==> config.mk <==
export PLATFORM = sky130hd
export DESIGN_NAME = updown_mod_counter
export DESIGN_NICKNAME = d
export VERILOG_FILES = /design/src/rtl/updown_mod_counter.sv
export SDC_FILE = /design/constraint.sdc
export NUM_CORES = 1
export LEC_CHECK = 0
export ABC_AREA = 1
export CELL_PAD_IN_SITES_DETAIL_PLACEMENT = 0
export CELL_PAD_IN_SITES_GLOBAL_PLACEMENT = 1
export CORE_AREA = 2 2 39 41
export CTS_BUF_LIST = sky130_fd_sc_hd__clkbuf_8 sky130_fd_sc_hd__clkbuf_16
export DETAILED_ROUTE_END_ITERATION = 10
export DIE_AREA = 0 0 41 43
export PLACE_DENSITY = 0.63
export SYNTH_ARGS = -nofsm -noshare
export SYNTH_HDL_FRONTEND = slang
export SYNTH_SLANG_ARGS = --single-unit
==> constraint.sdc <==
create_clock -name Clk -period 2.9 [get_ports Clk]
set_clock_uncertainty 0.1 [all_clocks]
set_input_delay 0.58 -clock Clk [delete_from_list [all_inputs] [get_ports Clk]]
set_output_delay 0.58 -clock Clk [all_outputs]
set_load 0.02 [all_outputs]
==> src/rtl/updown_mod_counter.sv <==
// Synchronous up/down modulo counter with load, terminal count and wrap pulse.
// Define UPDOWN_MOD_COUNTER_SATURATE_EN to saturate at 0/MAX instead of wrapping.
module updown_mod_counter #(
    parameter int WIDTH   = 3,
    parameter int MODULUS = 2 ** WIDTH
) (
    input  logic             Clk,
    input  logic             Rst,
    input  logic             En,
    input  logic             Up,
    input  logic             Load,
    input  logic [WIDTH-1:0] D,
    output logic [WIDTH-1:0] Q,
    output logic             Tc,
    output logic             Wrap
);

    localparam logic [WIDTH-1:0] MAX = WIDTH'(MODULUS - 1);

    logic [WIDTH-1:0] q_next;
    logic             wrap_next;
    logic             at_max;
    logic             at_zero;

    assign at_max  = (Q == MAX);
    assign at_zero = (Q == '0);
    assign Tc      = En & ((Up & at_max) | (~Up & at_zero));

    always_comb begin
        q_next    = Q;
        wrap_next = 1'b0;
        if (Load) begin
            q_next = (D > MAX) ? MAX : D;
        end else if (En) begin
            if (Up) begin
                if (at_max) begin
`ifdef UPDOWN_MOD_COUNTER_SATURATE_EN
                    q_next    = MAX;
`else
                    q_next    = '0;
                    wrap_next = 1'b1;
`endif
                end else begin
                    q_next = Q + WIDTH'(1);
                end
            end else begin
                if (at_zero) begin
`ifdef UPDOWN_MOD_COUNTER_SATURATE_EN
                    q_next    = '0;
`else
                    q_next    = MAX;
                    wrap_next = 1'b1;
`endif
                end else begin
                    q_next = Q - WIDTH'(1);
                end
            end
        end
    end

    always_ff @(posedge Clk or posedge Rst) begin
        if (Rst) begin
            Q    <= '0;
            Wrap <= 1'b0;
        end else begin
            Q    <= q_next;
            Wrap <= wrap_next;
        end
    end

endmodule

==> impl_metrics.py, run 1 <==
metrics = {
    "logic_synthesis": {
        "syn_nets": 55,
        "yosysSeqAreaShare_pct": 31.25,
        "synth-seq-cells": 4,
        "synth_warnings": 0,
        "ys_types": 13,
        "netlist_area_um2": 320.3,
        "syn_area_per_cell_um2": 7.449,
        "synthCells": 43,
    },
    "floorplanning": {
        "die_w_um": 41,
        "core_area_um2": 1384,
        "num_rows": 14,
        "dieArea_um2": 1763,
        "start_util_pct": 23.15,
        "pin_count": 13,
        "die_y_um": 43,
    },
    "grt": {
        "grt_usage_pct": 10.16,
        "antenna_found_initial": 0,
        "grt_pass1_wl_um": 1145,
        "grt_overflow": 0,
        "grt_pass1_vias": 296,
        "grt_max_degree": 7,
    },
    "clock_tree": {
        "clock_latency_ns": 0.22,
        "clockBufferDepth": 2,
        "post-cts-setup-buffer-count": 0,
        "htreeDepth": 1,
        "cts_root_buffer": "clkbuf_8",
        "clk_pin_slew_ns": 0.03,
        "cts_tree": "done",
        "cts.sinks": 4,
        "ctsHoldBuffers": 0,
        "numCtsBuffers": 3,
        "ctsResizeCount": 0,
    },
    "layout": {
        "synthToLayoutAreaGrowth_pct": 56.64,
        "multi_input_area_um2": 186.4,
        "antenna_cells": 0,
        "drive_above_1_share_pct": 13.79,
        "finish.utilization_pct": 36.26,
        "seq_area_um2": 100.1,
        "nFillCells": 161,
        "final_nets": 72,
    },
    "worst_setup_path": {
        "end_kind": "primary output",
        "worstSetupEndpoint": "Tc",
        "r2r_end": "Q[2]",
        "path_max_fanout": 4,
        "crit_top_cell": "clkdlybuf4s50_1",
        "r2r_start": "Q[0]",
        "worstSetupStartpoint": "Up",
        "path_delay_family": "buffers and inverters",
        "crit_type": "in2out",
        "rrSetupSlack_ns": 1.52,
        "cp.buffers_inverters": 3,
        "worst-r2r-cell-count": 6,
        "slowest_delay_ns": 0.60,
        "start_kind": "primary input",
        "cp_data_arrival_time_ns": 1.96,
        "crit_slowest_cell": "clkdlybuf4s50_1",
        "crit_chain": "clkdlybuf4s50_1, inv_2, o21ai_2, nor2_1, clkdlybuf4s50_1",
        "cp.depth": 5,
        "required_ns": 2.22,
    },
    "drt": {
        "drt_iter0_drc": 4,
        "antenna_left": 0,
        "vias": 335,
        "route.detailed.vias_per_inst": 4.527,
        "wl_per_cell_um": 9.581,
        "drc": 0,
        "wirelength_um": 709,
        "dr.pass1.iters": 4,
    },
    "sta": {
        "relSlewSlack_pct": 84.69,
        "fin_setup_tns_ns": 0,
        "finalHoldViolations": 0,
        "fin_crit_ns": 2.643,
        "finalSetupViolCount": 0,
        "fmax_ghz": 0.3784,
        "drv_slew": 0,
        "tightest_slew_ns": 0.2289,
        "post-route-period-util_pct": 91.13,
        "rsz0062_at_grt": "false",
    },
    "flow_run": {
        "drv_cap": 0,
    },
    "placed_design": {
        "gp_congestion": 0.7038,
        "hpwl_um": 592.7,
        "port_buffers": 12,
    },
    "pwr": {
        "vdd_drop_max_mv": 0.3222,
        "p_leak_nw": 0.2507,
        "powerDensity_nw_per_um2": 530.5,
    },
    "run_status": {
        "status": "complete, no violations",
    },
    "hold_path": {
        "hold_class": "in2async",
    },
}
==> flip-flops by register name (all words and copies together), names as in the netlist <==
register,count
Q,3
Wrap,1
==> report_power, final <==
part           internal (mW)  switching (mW)
sequential            0.0622         0.00810
clock                 0.0883          0.0268
combinational         0.0390          0.0419
total                  0.189          0.0767
==> synth_stat cells <==
| cell type | count | area [µm²] |
|---|---|---|
| nand3_1 | 3 | 15.01 |
| nor2_2 | 1 | 6.260 |
| nor3_1 | 1 | 5.000 |
| inv_2 | 2 | 7.510 |
| nand2_1 | 11 | 41.29 |
| ha_1 | 4 | 50.05 |
| o21ai_2 | 1 | 8.760 |
| dfrtp_1 | 4 | 100.1 |
| a22oi_1 | 3 | 22.52 |
| a21oi_4 | 1 | 16.27 |
| inv_1 | 7 | 26.28 |
| nor2_1 | 3 | 11.26 |
| o21ai_0 | 2 | 10.01 |
==> cells in the final DEF (no fill, tap or decap), drive strengths merged <==
master	count
ha	4
o21ai	3
nor2	4
clkbuf	3
clkdlybuf4s50	12
inv	9
nor3	1
nand3	3
a22oi	3
dfrtp	4
a21oi	1
nand2	11
==> cell type report <==
type,count,area share (%)
Multi-Input combinational cell,30,37.16
Timing Repair Buffer,12,23.94
Sequential cell,4,19.95
Clock buffer,3,8.229
Inverter,9,6.733
Tap cell,16,3.990
==> metrics by stage <==
step                      hold slack (ns)  total power, mW  setup WS [ns]  cell area (µm²)  instances
after global placement             0.4847           0.1547         0.2647            460.4         71
final                              0.4532           0.2662         0.2571            501.7         74
after CTS                          0.4582           0.2710         0.2505            501.7         74
after floorplan                    0.2461           0.1183         0.9911            320.3         43
after detailed placement           0.4859           0.1529         0.2578            460.4         71
after global routing               0.4821           0.2863         0.1942            501.7         74
==> metal layers <==
metal	track usage, %	up-vias	part of all wire, %
li1	-	166	-
met1	11.33	158	42
met2	14.06	11	51
met3	7.853	0	6.8
met4	4.000	0	0
met5	0	-	0
==> how the worst min path moves through the flow <==
stage / from / to / slack [ns]
global placement: Q[1] / Q[1] / 0.48
finish: Rst / Wrap / 0.45
global route: Rst / Q[2] / 0.48
CTS: Rst / Wrap / 0.46
floorplan: Rst / Q[0] / 0.25
detailed placement: Q[1] / Q[1] / 0.49
==> worst register-to-register path: cells and delay by family (launching register included) <==
family | cells | cell delay [ns]
flops | 1 | 0.42
fa+ha+maj | 2 | 0.51
simple gates | 4 | 0.24
==> logic make-up (layout without fill, tap and decap cells) <==
logic type / after synthesis / count (layout) / synth area share [%]
simple gates: 19 / 19 / 24.61
fa+ha+maj: 4 / 4 / 15.63
compound gates: 7 / 7 / 17.97
buf+inv: 9 / 24 / 10.55
flops: 4 / 4 / 31.25
Power figures use the tool's default switching activity.
==> run 2: changes to the inputs <==
--- a/config.mk
+++ b/config.mk
@@ -10,5 +10,5 @@
 export CELL_PAD_IN_SITES_GLOBAL_PLACEMENT = 1
 export CORE_AREA = 2 2 39 41
-export CTS_BUF_LIST = sky130_fd_sc_hd__clkbuf_8 sky130_fd_sc_hd__clkbuf_16
+export CTS_BUF_LIST = sky130_fd_sc_hd__clkbuf_4
 export DETAILED_ROUTE_END_ITERATION = 10
 export DIE_AREA = 0 0 41 43
==> constraint.sdc (replaced) <==
create_clock -name Clk -period 2.9 [get_ports Clk]
set_clock_uncertainty 0.1 [all_clocks]
set_input_delay 0.58 -clock Clk [delete_from_list [all_inputs] [get_ports Clk]]
set_output_delay 0.58 -clock Clk [all_outputs]
set_load 0.005 [all_outputs]
==> run 2 against run 1 <==
Compared with the run above:
- flip-flop and latch count is the same
- cell area decreased by 3.7%
- total power fell by 21%
- combinational power is 10% lower
- non-clock buffer count unchanged
- worst setup slack better by 0.11 ns
- final cell count stayed put
- core utilization decreased by 1.4 points
- clock power fell by 42%
- critical path type unchanged
==> impl_metrics.py, run 2 (same netlist as run 1, synthesis figures left out) <==
metrics = {
    "drt": {
        "route.detailed.vias_per_inst": 4.432,
        "wirelength_um": 718,
        "drc": 0,
        "dr.pass1.iters": 4,
        "vias": 328,
        "wl_per_cell_um": 9.703,
        "antenna_left": 0,
        "drt_iter0_drc": 4,
    },
    "worst_setup_path": {
        "worst-r2r-cell-count": 6,
        "start_kind": "primary input",
        "slowest_delay_ns": 0.57,
        "r2r_start": "Q[0]",
        "required_ns": 2.22,
        "crit_type": "in2out",
        "cp_data_arrival_time_ns": 1.86,
        "crit_slowest_cell": "clkdlybuf4s50_1",
        "end_kind": "primary output",
        "path_max_fanout": 4,
        "r2r_end": "Q[2]",
        "rrSetupSlack_ns": 1.51,
        "crit_chain": "clkdlybuf4s50_1, inv_2, o21ai_2, nor2_1, clkdlybuf4s50_1",
        "crit_top_cell": "clkdlybuf4s50_1",
    },
    "layout": {
        "seq_area_um2": 100.1,
        "largest_reg_flops": 3,
        "finish.utilization_pct": 34.90,
        "synthToLayoutAreaGrowth_pct": 50.78,
        "fin_area_um2": 483.0,
        "final_nets": 72,
        "nFillCells": 156,
        "largest-register": "Q",
        "drive_above_1_share_pct": 13.79,
        "final_cell_mix": "12 x clkdlybuf4s50_1, 11 x nand2_1, 7 x inv_1",
        "final_common_cell": "clkdlybuf4s50_1",
        "reg.largest.list": "Q: 3 flops, Wrap: 1 flops",
        "antenna_cells": 0,
        "multi_input_area_um2": 186.4,
    },
    "floorplanning": {
        "core_area_um2": 1384,
        "num_rows": 14,
        "die_w_um": 41,
        "pin_count": 13,
        "die_y_um": 43,
        "start_util_pct": 23.15,
        "dieArea_um2": 1763,
    },
    "clock_tree": {
        "clockBufferDepth": 2,
        "ctsHoldBuffers": 0,
        "cts_root_buffer": "clkbuf_4",
        "clk_pin_slew_ns": 0.04,
        "clock_latency_ns": 0.23,
        "ctsResizeCount": 0,
        "cts_tree": "done",
        "cts.sinks": 4,
        "htreeDepth": 1,
        "post-cts-setup-buffer-count": 0,
        "numCtsBuffers": 3,
    },
    "sta": {
        "timing.hold.ws_ns": 0.4356,
        "finalSetupViolCount": 0,
        "relSlewSlack_pct": 84.70,
        "post-route-period-util_pct": 87.46,
        "fmax_ghz": 0.3943,
        "fin_crit_ns": 2.536,
        "fin_setup_tns_ns": 0,
        "tightest_slew_ns": 0.2287,
        "drv_slew": 0,
        "finalHoldViolations": 0,
        "rsz0062_at_grt": "false",
    },
    "flow_run": {
        "drv_cap": 0,
    },
    "grt": {
        "grt_max_degree": 7,
        "gr-max-usage-layer": "met2",
        "grt_usage_pct": 9.950,
        "antenna_found_initial": 0,
        "met1_usage_pct": 11.29,
        "grt_pass1_wl_um": 1145,
        "use_met2_pct": 14.06,
        "met3_usage_pct": 6.806,
        "grt_pass1_vias": 290,
        "grt_overflow": 0,
    },
    "pwr": {
        "powerDensity_nw_per_um2": 435.5,
        "p_leak_nw": 0.2429,
        "vdd_drop_max_mv": 0.2242,
    },
    "hold_path": {
        "hold_class": "in2async",
    },
    "run_status": {
        "status": "complete, no violations",
    },
    "placed_design": {
        "gp_congestion": 0.7039,
        "hpwl_um": 609,
        "placed_area_um2": 460.4,
        "port_buffers": 12,
    },
}
[run 2: area by class of cell]
type | count | area share (%)
clock buffer | 3 | 4.663
inverter | 9 | 6.995
multi-input combinational | 30 | 38.60
sequential | 4 | 20.73
tap | 16 | 4.145
timing repair buffer | 12 | 24.87
[run 2: power by group]
part	switching, mW	internal [mW]
logic	0.0338	0.0387
registers	0.00842	0.0621
clock network	0.0211	0.0461
total	0.0633	0.147
[run 2: per-stage QoR]
step | instances | setup WS (ns) | power, mW
floorplan | 43 | 1.195 | 0.1103
global placement | 71 | 0.3680 | 0.1465
detailed placement | 71 | 0.3590 | 0.1450
CTS | 74 | 0.3563 | 0.2157
global route | 74 | 0.3051 | 0.2306
finish | 74 | 0.3637 | 0.2103
[run 2: worst max path at each step]
stage | startpoint | endpoint | slack, ns | cells after the start
after floorplan | Q[0] | Tc | 1.19 | 4
after global placement | Up | Tc | 0.37 | 5
after detailed placement | Up | Tc | 0.36 | 5
after CTS | Up | Tc | 0.36 | 5
after global routing | Up | Tc | 0.31 | 5
final | Up | Tc | 0.36 | 5
[run 2: routing by layer]
metal  share of wire, %  wire (µm)
met1                 44        314
met4                  0          0
met3                8.2         59
met2                 48        344
met5                  0          0
[run 2: critical path: cells and delay by family]
family | cells | cell delay (ns)
compound gates | 1 | 0.13
buf+inv | 3 | 1.08
simple gates | 1 | 0.06
